**src/rtl/wrr_vc_arbiter_pkg.sv**
```systemverilog
// Shared definitions for the weighted-round-robin VC arbiter.
package wrr_pkg;

  typedef enum logic {
    ST_IDLE,
    ST_SERVE
  } wrr_state_e;

  localparam int unsigned WRR_DEFAULT_WEIGHT = 1;

endpackage

```
**src/rtl/wrr_vc_arbiter_rr_pick.sv**
```systemverilog
// Rotating-priority picker: first set bit of elig searching upward from ptr, wrapping.
module wrr_rr_pick #(
  parameter int unsigned NUM_VC = 4,
  parameter int unsigned VC_W   = 2
) (
  input  logic [NUM_VC-1:0] elig,
  input  logic [VC_W-1:0]   ptr,
  output logic              found,
  output logic [VC_W-1:0]   idx
);

  logic [NUM_VC-1:0] rot;
  int unsigned       sum;

  always_comb begin
    // Doubling the mask turns the wrapping search into a plain shift.
    rot   = NUM_VC'({elig, elig} >> ptr);
    found = 1'b0;
    idx   = '0;
    sum   = 0;
    for (int unsigned off = 0; off < NUM_VC; off++) begin
      if (!found && rot[off]) begin
        found = 1'b1;
        sum   = 32'(ptr) + off;
        if (sum >= NUM_VC) sum = sum - NUM_VC;
        idx   = VC_W'(sum);
      end
    end
  end

endmodule

```
**src/rtl/wrr_vc_arbiter.sv**
```systemverilog
// Weighted-round-robin VC arbiter: per-VC weight table, burst credit counter,
// back-to-back rotation between requesters, weight 0 masks a VC.
module wrr_vc_arbiter
  import wrr_pkg::*;
#(
  parameter int unsigned NUM_VC         = 4,
  parameter int unsigned WEIGHT_W       = 3,
  parameter int unsigned DEFAULT_WEIGHT = WRR_DEFAULT_WEIGHT,
  parameter int unsigned VC_W           = $clog2(NUM_VC)
) (
  input  logic                clk,
  input  logic                reset,
  input  logic                cfg_we,
  input  logic [VC_W-1:0]     cfg_vc,
  input  logic [WEIGHT_W-1:0] cfg_weight,
  input  logic [NUM_VC-1:0]   req,
  input  logic                grant_ready,
  output logic                grant_valid,
  output logic [NUM_VC-1:0]   grant,
  output logic [VC_W-1:0]     grant_vc_id,
  output logic [WEIGHT_W-1:0] weight_out,
  output logic [WEIGHT_W-1:0] credit_out
);

  wrr_state_e                       state_q, state_d;
  logic [VC_W-1:0]                  ptr_q, ptr_d;
  logic [VC_W-1:0]                  cur_q, cur_d;
  logic [WEIGHT_W-1:0]              credit_q, credit_d;
  logic [WEIGHT_W-1:0]              wload_q, wload_d;
  logic [NUM_VC-1:0][WEIGHT_W-1:0]  weight_q, weight_d;

  logic [NUM_VC-1:0]   elig;
  logic                req_cur;
  logic                burst_end;
  logic [VC_W-1:0]     cur_nxt;
  logic [VC_W-1:0]     pick_ptr;
  logic                pick_found;
  logic [VC_W-1:0]     pick_idx;
  logic [WEIGHT_W-1:0] pick_w;

  wrr_rr_pick #(
    .NUM_VC (NUM_VC),
    .VC_W   (VC_W)
  ) u_pick (
    .elig  (elig),
    .ptr   (pick_ptr),
    .found (pick_found),
    .idx   (pick_idx)
  );

  always_ff @(posedge clk or posedge reset) begin
    if (reset) begin
      state_q  <= ST_IDLE;
      ptr_q    <= '0;
      cur_q    <= '0;
      credit_q <= '0;
      wload_q  <= '0;
      weight_q <= {NUM_VC{WEIGHT_W'(DEFAULT_WEIGHT)}};
    end else begin
      state_q  <= state_d;
      ptr_q    <= ptr_d;
      cur_q    <= cur_d;
      credit_q <= credit_d;
      wload_q  <= wload_d;
      weight_q <= weight_d;
    end
  end

  always_comb begin
    elig    = '0;
    req_cur = 1'b0;
    for (int unsigned i = 0; i < NUM_VC; i++) begin
      elig[i] = req[i] && (weight_q[i] != '0);
      if (cur_q == VC_W'(i)) req_cur = req[i];
    end

    cur_nxt   = (cur_q == VC_W'(NUM_VC - 1)) ? '0 : cur_q + VC_W'(1);
    // Abandon (req dropped) ends the burst even without a transfer.
    burst_end = (state_q == ST_SERVE) &&
                (!req_cur || (grant_ready && credit_q == WEIGHT_W'(1)));
    pick_ptr  = burst_end ? cur_nxt : ptr_q;

    pick_w = '0;
    for (int unsigned i = 0; i < NUM_VC; i++) begin
      if (pick_idx == VC_W'(i)) pick_w = weight_q[i];
    end

    state_d  = state_q;
    ptr_d    = ptr_q;
    cur_d    = cur_q;
    credit_d = credit_q;
    wload_d  = wload_q;

    case (state_q)
      ST_IDLE: begin
        if (pick_found) begin
          state_d  = ST_SERVE;
          cur_d    = pick_idx;
          credit_d = pick_w;
          wload_d  = pick_w;
        end
      end
      ST_SERVE: begin
        if (burst_end) begin
          ptr_d = cur_nxt;
          if (pick_found) begin
            cur_d    = pick_idx;
            credit_d = pick_w;
            wload_d  = pick_w;
          end else begin
            state_d = ST_IDLE;
          end
        end else if (grant_ready) begin
          credit_d = credit_q - WEIGHT_W'(1);
        end
      end
      default: state_d = ST_IDLE;
    endcase

    // Loads above read weight_q, so a same-cycle write only affects later loads.
    weight_d = weight_q;
    if (cfg_we) begin
      for (int unsigned i = 0; i < NUM_VC; i++) begin
        if (cfg_vc == VC_W'(i)) weight_d[i] = cfg_weight;
      end
    end
  end

  always_comb begin
    grant_valid = (state_q == ST_SERVE);
    grant       = '0;
    grant_vc_id = '0;
    weight_out  = '0;
    credit_out  = '0;
    if (state_q == ST_SERVE) begin
      for (int unsigned i = 0; i < NUM_VC; i++) begin
        if (cur_q == VC_W'(i)) grant[i] = 1'b1;
      end
      grant_vc_id = cur_q;
      weight_out  = wload_q;
      credit_out  = credit_q;
    end
  end

endmodule

```
**config.mk**
```make
export PLATFORM = sky130hd
export DESIGN_NAME = wrr_vc_arbiter
export DESIGN_NICKNAME = d
export VERILOG_FILES = /design/src/rtl/wrr_vc_arbiter_pkg.sv /design/src/rtl/wrr_vc_arbiter_rr_pick.sv /design/src/rtl/wrr_vc_arbiter.sv
export SDC_FILE = /design/constraint.sdc
export NUM_CORES = 1
export LEC_CHECK = 0
export ABC_AREA = 1
export BUFFER_PORTS_ARGS = -buffer_cell sky130_fd_sc_hd__buf_2
export CAP_MARGIN = 20
export CORE_MARGIN = 2
export CORE_UTILIZATION = 23
export CTS_BUF_LIST = sky130_fd_sc_hd__clkbuf_8
export DETAILED_ROUTE_END_ITERATION = 6
export GPL_ROUTABILITY_DRIVEN = 0
export PLACE_DENSITY = 0.4
export SYNTH_ARGS = -nofsm -noshare
export SYNTH_HDL_FRONTEND = slang
export SYNTH_SLANG_ARGS = --single-unit
export TNS_END_PERCENT = 5
```
**constraint.sdc**
```tcl
create_clock -name clk -period 2.65 [get_ports clk]
set_input_delay 0.265 -clock clk [delete_from_list [all_inputs] [get_ports clk]]
set_output_delay 0.265 -clock clk [all_outputs]
set_load 0.03 [all_outputs]
```
==> impl_metrics.py <==
metrics = {
    "outcome": {
        "status": "finished, final reports clean",
    },
    "route": {
        "vias": 1738,
        "drc": 0,
        "drt_iter0_markers": 67,
        "drt_wl_total_um": 5100,
        "drt-pass1-iter-count": 4,
        "vias_per_cell": 4.28,
        "wl_per_cell_um": 12.6,
        "ant_nets": 0,
    },
    "global_routing": {
        "grt_first_pass_wirelength_um": 8070,
        "overflow": 0,
        "antenna_found_initial": 0,
        "grt_use_total_pct": 12.0,
        "grt_max_degree": 24,
        "grt_pass1_vias": 1666,
    },
    "floorplanning": {
        "rows": 31,
        "fp.dieH_um": 91.6,
        "io_pins": 26,
        "coreArea_um2": 7330,
        "die_area_um2": 8390,
        "initial_core_util_pct": 24.1,
        "fp.dieW_um": 91.6,
    },
    "cts": {
        "clkTransAtPathRegs_ns": 0.09,
        "h-tree-depth": 1,
        "root_buffer": "clkbuf_8",
        "cts_buffer_depth": 2,
        "clk-insertion-delay-late_ns": 0.26,
        "cts_sinks": 23,
        "cts_tree": "built",
        "cts_made_buffers": 3,
    },
    "final_layout": {
        "fin_util_pct": 34.3,
        "area_growth_pct": 42.7,
        "insertedDiodeCount": 0,
        "final_cell_count_no_fill": 406,
        "drive_gt1_share_pct": 44.3,
        "fin_nets": 327,
    },
    "critical_path": {
        "worstPathArrival_ns": 2.79,
        "cp_max_fo": 7,
        "critPathLaunchType": "register",
        "worstSetupEndpointType": "register",
        "reg2reg_depth": 24,
        "worstSetupPathType": "register to register",
        "worstPathRequired_ns": 2.81,
    },
    "synth": {
        "synthTopCellsByArea": "dfrtp_1 (27%), nand2_1 (15%), nand3_1 (10%), inv_1 (8.7%), dfstp_2 (6.0%)",
        "ys_seq_area_share_pct": 32.9,
        "yosysMostFrequentCell": "nand2_1",
        "synth_top_area_share_pct": 27.0,
        "syn_area_um2": 1760,
        "synth_top_area_cell": "dfrtp_1",
        "async_flop_share_pct": 100,
        "ys_top_cells_by_count": "nand2_1 (69), inv_1 (41), nand3_1 (37), dfrtp_1 (19), o21ai_0 (16)",
        "synth_area_per_cell_um2": 7.11,
        "yosys_register_bits": 23,
        "ys.flop_type": "dfrtp_1",
        "syn_inst": 248,
        "yosysWarnings": 0,
        "synth-edff-count": 0,
        "synth_cell_types": 33,
        "synth_nets": 267,
    },
    "timing": {
        "slew_headroom_pct": 36.5,
        "fmax_mhz": 380,
        "worst_pin_slew_ns": 0.951,
        "post-route-period-util_pct": 99.3,
        "setup-violations-final": 0,
        "fin_crit_ns": 2.63,
        "drv_slew": 0,
        "finalHoldViolations": 0,
        "finalSetupTns_ns": 0,
        "rsz0062_at_grt": "true",
        "clock_skew_ns": 0.00273,
    },
    "placement": {
        "place_inst": 389,
        "dp_hpwl_um": 3780,
        "portBuffers": 25,
    },
    "job": {
        "max_cap_viol_count": 0,
    },
    "hold_path": {
        "min_path_type": "primary input to async pin",
    },
}
[path summary, 6_finish.rpt]
check	start	to	slack (ns)
min in group clk	cfg_weight[0]	weight_q[0]	0.28
min reg2reg	wload_q[1]	wload_q[1]	0.48
min	reset	weight_q[4]	0.20
max	cur_q[1]	credit_q[0]	0.02
max in group asynchronous	reset	cur_q[0]	1.80
max reg2reg	cur_q[1]	credit_q[0]	0.02
[critical path, stage by stage (launching register included)]
cell and delay [ns]:
dfrtp_2 0.47, inv_4 0.10, ha_4 0.14, nand2_2 0.04, nand2_2 0.06, nand3_2 0.06, nand2_2 0.08, nand2_4 0.08
nand2_4 0.10, nand2_8 0.08, nand2_8 0.10, buf_8 0.13, nand2_1 0.06, nand3_1 0.10, nand2_2 0.07, nand3_2 0.09
nor2_2 0.04, nor2_2 0.10, nand2_2 0.11, o21ai_2 0.16, nand3_2 0.11, nand2_4 0.09, nand2_2 0.06, nand2_2 0.04
nand2_1 0.05
[through the flow]
stage / setup slack, ns / cell area [µm²] / hold slack [ns]
after floorplan: 0.265 / 1760 / 0.264
final: 0.0184 / 2520 / 0.203
after global placement: -0.132 / 2140 / 0.472
after global routing: -0.169 / 2520 / 0.276
after CTS: 0.00676 / 2250 / 0.250
after detailed placement: -0.0959 / 2140 / 0.469
[layout make-up]
class / count / area (µm²)
fill: 804 / 4810
multi-input combinational: 177 / 1210
sequential: 23 / 583
timing repair buffer: 56 / 369
inverter: 47 / 186
tap: 99 / 124
clock buffer: 3 / 41.3
clock inverter: 1 / 5.00
[timing repair]
item,CTS,global route
gates resized for setup,14,47
pin swaps,3,22
cloned,0,1
setup endpoints to repair,5,8
setup buffers,2,10
hold buffers,0,0
[layout by cell type (no fill, tap or decap), drive strengths merged]
| master | instances |
|---|---|
| nand2 | 85 |
| or2 | 1 |
| dfstp | 4 |
| o221ai | 1 |
| nor2 | 10 |
| nand4 | 3 |
| xor2 | 1 |
| dfrtp | 19 |
| nand3 | 39 |
| clkinv | 1 |
| o21ai | 20 |
| xnor2 | 1 |
| ha | 6 |
| a21oi | 4 |
| buf | 56 |
| inv | 47 |
| nand3b | 2 |
| clkbuf | 3 |
| nor3 | 1 |
| o31ai | 3 |
[metal layers]
layer	track usage [%]	share of wire, %
met3	2.16	3.0
met4	1.77	0.90
met2	20.3	50
met1	16.1	46
met5	0	0
[logic make-up (layout without fill, tap and decap cells)]
logic type / Yosys count / after routing / share of synthesized area (%)
xor gates and xnor gates: 2 / 2 / 0.993
and+or+nand+nor: 140 / 141 / 41.0
DFF: 23 / 23 / 32.9
AOI/OAI and AO/OA: 28 / 28 / 9.65
buffers and inverters: 49 / 107 / 11.2
adders and majority gates: 6 / 6 / 4.26
[state kept, by name, indices dropped and copies added (netlist names)]
signal       flops
credit_q         3
cur_q            2
grant_valid      1
ptr_q            2
weight_q        12
wload_q          3
Power is not shown: default switching activity piles up to over one toggle a cycle in this logic, so the estimate is an artifact.
